File: config.mk
export PLATFORM = sky130hd
export DESIGN_NAME = wordle_guess_entry_flat
export DESIGN_NICKNAME = d
export VERILOG_FILES = /design/src/rtl/wordle_guess_entry_pkg.sv /design/src/rtl/wordle_guess_entry_if.sv /design/src/rtl/wordle_guess_entry_letter_cycler.sv /design/src/rtl/wordle_guess_entry.sv /design/src/flat_wrapper.sv
export SDC_FILE = /design/constraint.sdc
export NUM_CORES = 1
export LEC_CHECK = 0
export BUFFER_PORTS_ARGS = -buffer_cell sky130_fd_sc_hd__buf_2
export CORE_MARGIN = 2
export CORE_UTILIZATION = 30
export CTS_CLUSTER_DIAMETER = 150
export CTS_CLUSTER_SIZE = 8
export DETAILED_ROUTE_END_ITERATION = 16
export HOLD_SLACK_MARGIN = 0.03
export MAX_ROUTING_LAYER = met4
export PLACE_DENSITY = 0.53
export SYNTH_ARGS = -nofsm -noshare
export SYNTH_HDL_FRONTEND = slang
export SYNTH_SLANG_ARGS = --single-unit
File: constraint.sdc
create_clock -name Clk -period 2.4 [get_ports Clk]
set_input_delay 0.24 -clock Clk [delete_from_list [all_inputs] [get_ports Clk]]
set_output_delay 0.24 -clock Clk [all_outputs]
set_load 0.03 [all_outputs]
File: src/rtl/wordle_guess_entry_pkg.sv
// rtl/wordle_guess_entry_pkg.sv - shared constants and types for the Wordle entry path
package wordle_pkg;

  localparam int         WORD_LEN    = 5;
  localparam int         WORD_W      = 8 * WORD_LEN;
  localparam logic [7:0] ASCII_A     = 8'h41;
  localparam logic [7:0] ASCII_Z     = 8'h5A;
  localparam logic [7:0] ASCII_SPACE = 8'h20;

  typedef logic [7:0] letter_t;

  typedef enum logic {
    EDIT = 1'b0,
    SEND = 1'b1
  } entry_state_t;

endpackage

File: src/rtl/wordle_guess_entry_if.sv
// rtl/wordle_guess_entry_if.sv - letter stream from guess entry to the game state machine
interface wordle_guess_entry_if;
  import wordle_pkg::*;

  letter_t out_letter;
  logic    out_valid;
  logic    out_last;
  logic    out_ready;

  modport master (output out_letter, output out_valid, output out_last, input out_ready);
  modport slave  (input out_letter, input out_valid, input out_last, output out_ready);

endinterface

File: src/rtl/wordle_guess_entry_letter_cycler.sv
// rtl/wordle_guess_entry_letter_cycler.sv - selected-letter register, wraps when WORDLE_ENTRY_WRAP_EN is defined
module wordle_letter_cycler
  import wordle_pkg::*;
#(
  parameter letter_t FIRST_CHAR = ASCII_A,
  parameter letter_t LAST_CHAR  = ASCII_Z
) (
  input  logic    Clk,
  input  logic    reset,
  input  logic    up,
  input  logic    down,
  input  logic    load_first,
  output letter_t cur_char
);

  // Value taken when stepping past either end of the alphabet.
`ifdef WORDLE_ENTRY_WRAP_EN
  localparam letter_t PAST_TOP    = FIRST_CHAR;
  localparam letter_t PAST_BOTTOM = LAST_CHAR;
`else
  localparam letter_t PAST_TOP    = LAST_CHAR;
  localparam letter_t PAST_BOTTOM = FIRST_CHAR;
`endif

  always_ff @(posedge Clk or posedge reset) begin
    if (reset) begin
      cur_char <= FIRST_CHAR;
    end else if (load_first) begin
      cur_char <= FIRST_CHAR;
    end else if (up) begin
      cur_char <= (cur_char == LAST_CHAR) ? PAST_TOP : cur_char + 8'd1;
    end else if (down) begin
      cur_char <= (cur_char == FIRST_CHAR) ? PAST_BOTTOM : cur_char - 8'd1;
    end
  end

endmodule

File: src/rtl/wordle_guess_entry.sv
// rtl/wordle_guess_entry.sv - button-driven guess builder and letter streamer (option: WORDLE_ENTRY_WRAP_EN)
module wordle_guess_entry
  import wordle_pkg::*;
#(
  parameter int      WORD_LEN   = wordle_pkg::WORD_LEN,
  parameter letter_t FIRST_CHAR = 8'h41,
  parameter letter_t LAST_CHAR  = 8'h5A,
  parameter letter_t BLANK_CHAR = 8'h20,
  localparam int     CW         = $clog2(WORD_LEN + 1)
) (
  input  logic                    Clk,
  input  logic                    reset,
  input  logic                    BtnU,
  input  logic                    BtnD,
  input  logic                    BtnR,
  input  logic                    BtnL,
  input  logic                    BtnC,
  wordle_guess_entry_if.master    out_if,
  output logic                    busy,
  output logic [CW-1:0]           cursor,
  output letter_t                 cur_char,
  output logic [8*WORD_LEN-1:0]   guess_buf,
  output logic                    reject,
  output logic                    sent
);

  localparam logic [CW-1:0] FULL     = CW'(WORD_LEN);
  localparam logic [CW-1:0] LAST_IDX = CW'(WORD_LEN - 1);

  entry_state_t  state_q, state_d;
  logic [CW-1:0] idx_q, idx_d;
  letter_t       slot_q [WORD_LEN];

  logic    in_edit, act_c, act_l, act_r, act_u, act_d;
  logic    submit, do_reject, erase, commit, xfer, finish;
  logic    valid_d, last_d;
  letter_t letter_d;

  // Button decode: one action per cycle, C > L > R > U > D, nothing outside EDIT.
  always_comb begin
    in_edit   = (state_q == EDIT);
    act_c     = in_edit & BtnC;
    act_l     = in_edit & ~BtnC & BtnL;
    act_r     = in_edit & ~BtnC & ~BtnL & BtnR;
    act_u     = in_edit & ~BtnC & ~BtnL & ~BtnR & BtnU;
    act_d     = in_edit & ~BtnC & ~BtnL & ~BtnR & ~BtnU & BtnD;
    submit    = act_c & (cursor == FULL);
    do_reject = act_c & (cursor != FULL);
    erase     = act_l & (cursor != '0);
    commit    = act_r & (cursor != FULL);
    xfer      = (state_q == SEND) & out_if.out_valid & out_if.out_ready;
    finish    = xfer & (idx_q == LAST_IDX);
  end

  always_ff @(posedge Clk or posedge reset) begin
    if (reset) begin
      state_q <= EDIT;
      idx_q   <= '0;
    end else begin
      state_q <= state_d;
      idx_q   <= idx_d;
    end
  end

  always_comb begin
    state_d = state_q;
    idx_d   = idx_q;
    case (state_q)
      EDIT: if (submit) begin
        state_d = SEND;
        idx_d   = '0;
      end
      SEND: if (finish) begin
        state_d = EDIT;
        idx_d   = '0;
      end else if (xfer) begin
        idx_d = idx_q + CW'(1);
      end
      default: state_d = EDIT;
    endcase
  end

  // Stream outputs are precomputed from the next state so they come straight from flops.
  always_comb begin
    valid_d  = (state_d == SEND);
    last_d   = valid_d & (idx_d == LAST_IDX);
    letter_d = 8'h00;
    for (int i = 0; i < WORD_LEN; i++) begin
      if (valid_d && idx_d == CW'(i)) letter_d = slot_q[i];
    end
  end

  always_ff @(posedge Clk or posedge reset) begin
    if (reset) begin
      out_if.out_valid  <= 1'b0;
      out_if.out_last   <= 1'b0;
      out_if.out_letter <= 8'h00;
      busy              <= 1'b0;
      reject            <= 1'b0;
      sent              <= 1'b0;
    end else begin
      out_if.out_valid  <= valid_d;
      out_if.out_last   <= last_d;
      out_if.out_letter <= letter_d;
      busy              <= valid_d;
      reject            <= do_reject;
      sent              <= finish;
    end
  end

  always_ff @(posedge Clk or posedge reset) begin
    if (reset) begin
      cursor <= '0;
      for (int i = 0; i < WORD_LEN; i++) slot_q[i] <= BLANK_CHAR;
    end else begin
      if (finish)      cursor <= '0;
      else if (commit) cursor <= cursor + CW'(1);
      else if (erase)  cursor <= cursor - CW'(1);
      for (int i = 0; i < WORD_LEN; i++) begin
        if (finish)                             slot_q[i] <= BLANK_CHAR;
        else if (commit && cursor == CW'(i))    slot_q[i] <= cur_char;
        else if (erase && cursor == CW'(i + 1)) slot_q[i] <= BLANK_CHAR;
      end
    end
  end

  always_comb begin
    guess_buf = '0;
    for (int i = 0; i < WORD_LEN; i++) guess_buf[8*(WORD_LEN-i)-1 -: 8] = slot_q[i];
  end

  wordle_letter_cycler #(
    .FIRST_CHAR (FIRST_CHAR),
    .LAST_CHAR  (LAST_CHAR)
  ) u_cycler (
    .Clk        (Clk),
    .reset      (reset),
    .up         (act_u),
    .down       (act_d),
    .load_first (commit | finish),
    .cur_char   (cur_char)
  );

endmodule

File: src/flat_wrapper.sv
// flat-port wrapper written by rule: the top's interface ports become plain ports
module wordle_guess_entry_flat import wordle_pkg::*;
#(
  parameter int      WORD_LEN   = wordle_pkg::WORD_LEN,
  parameter letter_t FIRST_CHAR = 8'h41,
  parameter letter_t LAST_CHAR  = 8'h5A,
  parameter letter_t BLANK_CHAR = 8'h20,
  localparam int     CW         = $clog2(WORD_LEN + 1)
)
  (Clk, reset, BtnU, BtnD, BtnR, BtnL, BtnC, busy, cursor, cur_char, guess_buf, reject, sent, out_if_out_letter, out_if_out_valid, out_if_out_last, out_if_out_ready);
  wordle_guess_entry_if out_if_i ();
  input  logic Clk;
  input  logic reset;
  input  logic BtnU;
  input  logic BtnD;
  input  logic BtnR;
  input  logic BtnL;
  input  logic BtnC;
  output logic busy;
  output logic [CW-1:0] cursor;
  output letter_t cur_char;
  output logic [8*WORD_LEN-1:0] guess_buf;
  output logic reject;
  output logic sent;
  output wire logic [$bits(out_if_i.out_letter)-1:0] out_if_out_letter;
  output wire logic [$bits(out_if_i.out_valid)-1:0] out_if_out_valid;
  output wire logic [$bits(out_if_i.out_last)-1:0] out_if_out_last;
  input wire logic [$bits(out_if_i.out_ready)-1:0] out_if_out_ready;
  assign out_if_out_letter = out_if_i.out_letter;
  assign out_if_out_valid = out_if_i.out_valid;
  assign out_if_out_last = out_if_i.out_last;
  assign out_if_i.out_ready = out_if_out_ready;
  wordle_guess_entry #(.WORD_LEN(WORD_LEN), .FIRST_CHAR(FIRST_CHAR), .LAST_CHAR(LAST_CHAR), .BLANK_CHAR(BLANK_CHAR)) u_core (.Clk(Clk), .reset(reset), .BtnU(BtnU), .BtnD(BtnD), .BtnR(BtnR), .BtnL(BtnL), .BtnC(BtnC), .out_if(out_if_i), .busy(busy), .cursor(cursor), .cur_char(cur_char), .guess_buf(guess_buf), .reject(reject), .sent(sent));
endmodule
* Yosys cells after proc, flatten, opt, wreduce, memory -nomap -nowiden
Index checks and enable logic that the tools add are counted.
Word-level totals: register bits after elaboration 66, bits of input ports 8, output and inout bits 64, logic and storage cells 113
Cells by class: add/sub/neg operators 5, equality and inequality tests 13, multiplexer cells 35, bitwise gates (word level) 22, reduce and logical (&&, ||, !) cells 25
Operators by type and width (number):
- two-way mux 8 bit | 25
- nonzero test 3 bit | 8
- two-way mux 3 bit | 6
- bitwise AND 1 bit | 16
- == test 8 x 7 -> 1 bit (second input constant) | 2
- logical AND 1 bit | 15
- == test 3 x 2 -> 1 bit (second input constant) | 4
- == test 3 bit (second input constant) | 4
- adder 8 x 1 -> 8 bit (second input constant) | 1
- subtractor 8 x 1 -> 8 bit (second input constant) | 1
- adder 3 x 1 -> 3 bit (second input constant) | 2
- == test 3 x 1 -> 1 bit (second input constant) | 2
- zero test 3 bit | 2
- one-hot mux 3 bit (2 select lines) | 1
- NOT 1 bit | 5
- inequality test 3 bit (second input constant) | 1
- subtractor 3 x 1 -> 3 bit (second input constant) | 1
- two-way mux 1 bit | 2
- one-hot mux 1 bit (2 select lines) | 1
- OR 1 bit | 1

* Longest topological paths before layout
Gate-level depths: netlist of run 1.
word-level depth 12, mapped depth 9, mapped depth without buffers 7

* Hierarchy
Synthesis of run 1 repeated with hierarchy kept, for this count alone.
Unflattened totals: cells, all modules 410, area, all modules 3883.7 sq um
By module, submodules not included:
- wordle_guess_entry | instances 1, cells an instance 311, area each 3079.2 sq um, sequential area each 1457.6 sq um
- wordle_letter_cycler | instances 1, cells an instance 99, area each 804.5 sq um, sequential area each 202.7 sq um

* Least setup slack after synthesis of run 1
Ideal clock, no wire load.
path type register -> register, from register u_core.cursor[1], to register u_core.out_if.out_letter[4], setup time 82 ps, arrival 2069 ps, required time 2318 ps, setup slack 249 ps, cell stages (with the launch flop) 10, path buffers 2, period minus slack after synthesis 2151 ps, cell sequence dfrtp_1 -> inv_1 -> ha_1 -> a31oi_1 -> a221o_1 -> buf_2 -> nand3b_1 -> buf_4 -> nor2_1 -> a31oi_1
On the way: longest elaborated chain between the ends 11, elaborated cells between the ends (all ways) 21, classes of those cells 5 x eq/ne; 9 x mux; 1 x bitwise; 6 x reduce/logical
Ends and longest elaborated chain:
- start: declaration | RTL line wordle_guess_entry.sv:20 | output logic [CW-1:0] cursor,
- start signal: assignment | RTL line wordle_guess_entry.sv:117 | else if (commit) cursor <= cursor + CW'(1);
- start signal: assignment | RTL line wordle_guess_entry.sv:118 | else if (erase) cursor <= cursor - CW'(1);
- == test 3 bit * | RTL line wordle_guess_entry.sv:47 | submit = act_c & (cursor == FULL);
- bitwise AND 1 bit * | RTL line wordle_guess_entry.sv:47
- two-way mux 3 bit * | RTL line wordle_guess_entry.sv:69 | EDIT: if (submit) begin
- one-hot mux 3 bit (2 select lines) * | RTL line wordle_guess_entry.sv:68 | case (state_q)
- named net u_core.idx_d[2] | RTL line wordle_guess_entry.sv:31 | logic [CW-1:0] idx_q, idx_d;
- zero test 3 bit | RTL line wordle_guess_entry.sv:89 | if (valid_d && idx_d == CW'(i)) letter_d = slot_q[i];
- logical AND 1 bit | RTL line wordle_guess_entry.sv:89
- two-way mux 8 bit (4 in series) | RTL line wordle_guess_entry.sv:89
- two-way mux 8 bit * | RTL line wordle_guess_entry.sv:89
- named net u_core.letter_d[4] | RTL line wordle_guess_entry.sv:37 | letter_t letter_d;
- end signal: assignment | RTL line wordle_guess_entry.sv:104 | out_if.out_letter <= letter_d;
- end: declaration | RTL line wordle_guess_entry_if.sv:10 | modport master (output out_letter, output out_valid, output out_last, input out_ready);
The timed path passes the listed nets; every way through them passes the cells marked *. A chain may end at the register's enable or synchronous reset.

* Worst setup path after layout of run 1
from register u_core.cursor[1], to register u_core.out_if.out_letter[1]
On the way: longest elaborated chain between the ends 11, elaborated cells between the ends (all ways) 21, classes of those cells 5 x eq/ne; 9 x mux; 1 x bitwise; 6 x reduce/logical
Ends and longest elaborated chain (RTL line):
- == test 3 bit * | wordle_guess_entry.sv:47
- bitwise AND 1 bit * | wordle_guess_entry.sv:47
- two-way mux 3 bit | wordle_guess_entry.sv:69
- one-hot mux 3 bit (2 select lines) | wordle_guess_entry.sv:68
- zero test 3 bit | wordle_guess_entry.sv:89
- logical AND 1 bit | wordle_guess_entry.sv:89
- two-way mux 8 bit (4 in series) | wordle_guess_entry.sv:89
- two-way mux 8 bit * | wordle_guess_entry.sv:89
- named net u_core.letter_d[1] | wordle_guess_entry.sv:37
Marks and branches as above.

==> impl_results.md, run 1 <==
- Worst reg-to-reg setup slack: roughly 0.16 ns
- Crit path required time: 2.65 ns
- Gr usage total: 18.78%
- Clock buffer count from CTS: 9
- Synth Flop Type: dfrtp_1
- Power Density: ~1300 mW/mm²
- Syn Std Cell Area: about 0.0036 mm²
- Syn_nets: ~380
- CTS root buf: clkbuf_16
- Leakage: 2.224 nW
- Worst hold-check path type: in -> async
- Antenna violations before repair: 0
- Commonest non-fill, non-tap cells in the layout: 71 x buf_2, 59 x dfrtp_1, 38 x nand2_1, 25 x nor2_1, 22 x inv_1
- DRT antenna net count: 0
- Iteration count of the initial detailed-routing pass: 5
- Synthesized flop and latch total: 66
- Period utilization: between 90 and 100%
- Relative slew slack: a little over half
- H-tree Lvls: 3
- Count of input and output buffers: 71
- F_max: approximately 450 MHz
- I/O pins: 72
- Initial Utilization: 31.06%
- Distinct cells, synth: 65
- Post-Place Worst Slack: between 0.1 and 0.15 ns
- Final Total Pwr: around 5.9 mW
- R2r endpoint: u_core.out_if.out_letter[1]$_DFF_PP0_
- Hold Violations, Final: 0
- Crit Path Class: reg -> reg
- Startpoint Class: flop
- Core area: ~0.012 mm²
- EDFF count, synth: 0
- Fraction of layout cells with a size suffix above 1: between 20% and 30%
- Setup_tns: 0 ns
- Clock latency on the worst-skew pair: 0.33 ns
- Area grow syn2layout: 26.26%
- Clk sinks: 66
- Slew Limit Fails: 0
- Vias per std cell: between 5 and 6
- Total Routed Length: about 11 mm
- Tmin final: 2.235 ns
- Crit path DAT: around 2.5 ns
- Avg Cell Area, Syn: about 10 µm²
- Reg clk slew, reported paths: about 0.060 ns
- Wire per inst: about 19 µm
- Critical Path End Type: flop
- Outcome: finished clean
- Max-cap check violation count: 0
- Max clock buf depth: 2
- # rows: 39
- Nets: around 470
- Synth Warn #: 0
- Register area: 0.001660 mm²
- Aggregate global routing overflow: 0
- Mapped Cells: between 300 and 400
- First-pass GRT wire length: between 15 and 20 mm
- Worst slew pin tran: a little over 0.7 ns
- Peak supply drop: approximately 0.42 mV
- Final GP Congestion: a little over 0.9
- Top fanout value on the critical path: 20
- RSZ-0062 raised after global routing: false
- # diodes: 0
- CTS Hold Buffers Added: 0
- Final setup viols: 0
- DP HPWL: approximately 8.5 mm
- Register area share after synthesis: a little under half
- Setup ws final: 0.1647 ns
- Die W: roughly 110 µm
- Post-synth ARST share: between 90% and 100%
- Vias in the first global route: about 3200
- Fillers: 1145
- Most common cell after layout, fill and taps aside: buf_2
- Skew final: between 0.005 and 0.006 ns
- Initial DRC Count: between 100 and 150
- Area taken by multi-input logic gates: 0.001753 mm²
- DIE AREA: approximately 0.013 mm²
- Largest net degree at the start of global routing: 37
- DRC violations left: 0
- Reg2reg start: u_core.cursor[1]$_DFFE_PP0P_
- Die Ht: 113.4 µm
- CTS tree: done
- Via Count: 3203
- Reg2reg path depth: 8
[final cells by class]
cell class                 instances  area share (%)
clock buffer                      11           5.131
multi-input combinational        252           38.65
tap                              143           3.945
sequential                        66           36.61
timing repair buffer              93           12.03
clock inverter                     5           1.738
inverter                          23           1.903
[worst max-delay path: stages (launching register included)]
cell and delay (ns):
dfrtp_1 0.42, inv_1 0.14, ha_2 0.26, nand4b_1 0.20, a32o_1 0.32, buf_12 0.17, a31oi_4 0.26, o221ai_1 0.18
a31oi_1 0.21
[metal layers]
metal	track usage [%]	share of wire (%)
met3	3.294	4.5
met1	24.77	45
met5	-	0
met2	29.90	49
met4	5.366	1.4
[Yosys cell counts (8+ instances only)]
library cell	n	area, µm²
dfrtp_1	59	1476
ha_1	12	150.1
a32o_1	9	90.09
nor3_1	16	80.08
o21a_1	8	60.06
o2bb2ai_1	12	105.1
nand2_1	38	142.6
inv_1	23	86.33
a31oi_1	12	75.07
a22oi_1	12	90.09
nor2_1	25	93.84
o21ai_0	15	75.07
[worst max-delay path by stage]
stage                                       from                               endpoint  slack, ns  cells past startpoint
global route           u_core.idx_q[0]$_DFF_PP0_  u_core.out_if.out_letter[6]$_DFF_PP0_       0.02                      8
floorplan           u_core.cursor[1]$_DFFE_PP0P_  u_core.out_if.out_letter[4]$_DFF_PP0_       0.25                      9
finish              u_core.cursor[1]$_DFFE_PP0P_  u_core.out_if.out_letter[1]$_DFF_PP0_       0.16                      8
detailed placement     u_core.idx_q[0]$_DFF_PP0_  u_core.out_if.out_letter[4]$_DFF_PP0_       0.13                      8
CTS                    u_core.idx_q[0]$_DFF_PP0_  u_core.out_if.out_letter[4]$_DFF_PP0_       0.12                      8
global placement       u_core.idx_q[0]$_DFF_PP0_  u_core.out_if.out_letter[6]$_DFF_PP0_       0.18                      8
[per-stage QoR]
stage | cell area, µm² | util [%] | instances | hold WS, ns
3_3_place_gp | 4199 | 36.31 | 576 | 0.3888
3_5_place_dp | 4199 | 36.31 | 576 | 0.4003
2_1_floorplan | 3592 | - | 361 | 0.4031
6_report | 4536 | 39.22 | 593 | 0.01772
4_1_cts | 4511 | 39.00 | 592 | 0.04487
5_1_grt | 4536 | 39.22 | 593 | 0.08503
[cells by family after synthesis]
| family | after synthesis | share of synthesized area [%] |
|---|---|---|
| AND/OR/NAND/NOR | 120 | 17.87 |
| AO/OA/AOI/OAI | 114 | 24.63 |
| flip-flops | 66 | 46.22 |
| buffers and inverters | 43 | 5.468 |
| adder cells (fa/ha/maj) | 12 | 4.180 |
| multiplexers | 5 | 1.393 |
| XOR/XNOR | 1 | 0.2439 |
[state kept, by name (all words and copies together), names as in the netlist]
name,flops
u_core.cursor,3
u_core.out_if.out_letter,8
u_core.guess_buf,40
u_core.sent,1
u_core.reject,1
u_core.state_q,1
u_core.out_if.out_last,1
u_core.u_cycler.cur_char,8
u_core.idx_q,3
[what timing repair did]
action	CTS	global route
resized for setup	0	5
setup buffers	0	1
endpoints found under the setup margin	0	8
[power by group]
part	total, mW	switching (mW)	internal, mW
sequential	1.78	0.332	1.45
clock	1.40	0.497	0.908
combinational	2.71	1.75	0.957
total	5.90	2.58	3.31
Note: power is estimated with default switching activity, not from simulation.
==> run 2, diff against run 1 <==
--- a/config.mk
+++ b/config.mk
@@ -6,7 +6,7 @@
 export NUM_CORES = 1
 export LEC_CHECK = 0
 export BUFFER_PORTS_ARGS = -buffer_cell sky130_fd_sc_hd__buf_2
-export CORE_MARGIN = 2
+export CORE_MARGIN = 10
 export CORE_UTILIZATION = 30
 export CTS_CLUSTER_DIAMETER = 150
 export CTS_CLUSTER_SIZE = 8
==> constraint.sdc (replaced) <==
create_clock -name Clk -period 2.7 [get_ports Clk]
set_input_delay 0.27 -clock Clk [delete_from_list [all_inputs] [get_ports Clk]]
set_output_delay 0.27 -clock Clk [all_outputs]
set_load 0.03 [all_outputs]
==> run 2 against run 1 <==
  * Utilization down 1.5 points
  * Worst hold slack better by 0.054 ns
  * Total power down 16%
  * Critical path depth unchanged
  * Critical endpoint is now u_core.out_if.out_letter[6]$_DFF_PP0_
==> impl_results.md, run 2 (synthesis gave the netlist of run 1 again) <==
- Outcome: finished clean
- DRT antenna net count: 0
- Clock latency on the worst-skew pair: around 0.34 ns
- Crit Path Class: reg -> reg
- Area grow syn2layout: 21.56%
- Crit path required time: a little under 3 ns
- Clock buffer count from CTS: 9
- Final GP Congestion: a little under 0.9
- Crit path DAT: ~2.7 ns
- Final setup viols: 0
- Top fanout value on the critical path: 15
- Critical Path End Type: flop
- Reg2reg start: u_core.idx_q[0]$_DFF_PP0_
- Max-cap check violation count: 0
- Peak supply drop: 0.4035 mV
- Leakage: 2.128 nW
- Iteration count of the initial detailed-routing pass: 4
- Antenna violations before repair: 0
- Worst slew pin tran: between 0.7 and 0.8 ns
- Core area: ~0.012 mm²
- Gr usage total: 14.42%
- Commonest non-fill, non-tap cells in the layout: 71 x buf_2, 59 x dfrtp_1, 38 x nand2_1, 25 x nor2_1, 22 x inv_1
- Die Ht: between 100 and 150 µm
- Slew Limit Fails: 0
- Clk sinks: 66
- Count of input and output buffers: 71
- Worst reg-to-reg setup slack: between 0.15 and 0.2 ns
- CTS root buf: clkbuf_16
- F_max: 396.9 MHz
- Worst hold-check path type: in -> async
- RSZ-0062 raised after global routing: false
- DRC violations left: 0
- Wire per inst: between 15 and 20 µm
- Die W: approximately 130 µm
- Total Routed Length: 11.53 mm
- Crit. Startpoint: u_core.idx_q[0]$_DFF_PP0_
- Tmin final: ~2.5 ns
- Fraction of layout cells with a size suffix above 1: between 20 and 30%
- R2r endpoint: u_core.out_if.out_letter[6]$_DFF_PP0_
- Skew final: roughly 0.0082 ns
- Power Density: about 1100 mW/mm²
- Setup_tns: 0 ns
- Aggregate global routing overflow: 0
- Startpoint Class: flop
- # diodes: 0
- I/O pins: 72
- Largest net degree at the start of global routing: 35
- Max clock buf depth: 2
- First-pass GRT wire length: ~18 mm
- Period utilization: 93.33%
- CTS tree: done
- Final Total Pwr: 4.940 mW
- Vias per std cell: about 5.5
- Via Count: 3160
- DP HPWL: around 8.5 mm
- Reg2reg path depth: 8
- Max reg flops: 40
- DIE AREA: 0.01675 mm²
- Relative slew slack: 48.91%
- Reg clk slew, reported paths: about 0.060 ns
- Hold Violations, Final: 0
- Initial DRC Count: about 260
- # rows: 39
- Vias in the first global route: approximately 3300
- Initial Utilization: 31.06%
- Setup bufs post-CTS: 0
- H-tree Lvls: 3
- Nets: around 450
- CP endpoint: u_core.out_if.out_letter[6]$_DFF_PP0_
- Most common cell after layout, fill and taps aside: buf_2
run 2: worst min path at each step:
stage | to | slack (ns) | cells past startpoint
2_1_floorplan | u_core.reject$_DFF_PP0_ | 0.43 | 1
3_3_place_gp | u_core.out_if.out_last$_DFF_PP0_ | 0.45 | 2
3_5_place_dp | u_core.out_if.out_last$_DFF_PP0_ | 0.46 | 2
4_1_cts | u_core.out_if.out_last$_DFF_PP0_ | 0.09 | 2
5_1_grt | u_core.out_if.out_last$_DFF_PP0_ | 0.13 | 2
6_report | u_core.out_if.out_last$_DFF_PP0_ | 0.07 | 2
run 2: stage by stage:
step           area [µm²]  utilization, %  hold WS (ns)  std cells  setup WS, ns
3_5_place_dp         4089           35.36        0.4554        563        0.1905
4_1_cts              4360           37.70       0.09329        579        0.2000
5_1_grt              4367           37.76        0.1253        579       0.06361
3_3_place_gp         4089           35.36        0.4485        563        0.3447
6_report             4367           37.76       0.07187        579        0.1802
2_1_floorplan        3592               -        0.4331        361        0.5487
run 2: final cells by class:
class	count	area, µm²
Clock buffer	10	229.0
Fill cell	1162	7198
Clock inverter	6	42.54
Tap cell	143	178.9
Sequential cell	66	1660
Multi-Input combinational cell	252	1742
Inverter	23	86.33
Timing Repair Buffer	79	427.9
run 2: worst max-delay path: stages (launching register included):
cell	delay, ns
dfrtp_1	0.41
inv_1	0.12
ha_1	0.25
a21boi_0	0.33
a32o_1	0.45
buf_4	0.28
nor3_1	0.07
o221ai_1	0.34
a31oi_1	0.14
run 2: report_power, final:
part	internal, mW	switching, mW
clock network	0.622	0.456
registers	1.28	0.370
logic	0.742	1.47
total	2.65	2.29
run 2: what timing repair did:
action,4_1_cts,5_1_grt
setup endpoints to repair,0,2
resized for setup,0,1
hold buffers,0,0
run 2: per-layer routing:
| metal | part of all wire (%) | wire [µm] | vias to the layer above | global-route usage [%] |
|---|---|---|---|---|
| li1 | - | - | 1487 | - |
| met1 | 45 | 5162 | 1554 | 17.35 |
| met2 | 47 | 5435 | 96 | 22.74 |
| met3 | 5.4 | 620 | 23 | 2.814 |
| met4 | 2.7 | 310 | 0 | 7.143 |
| met5 | 0 | 0 | - | - |
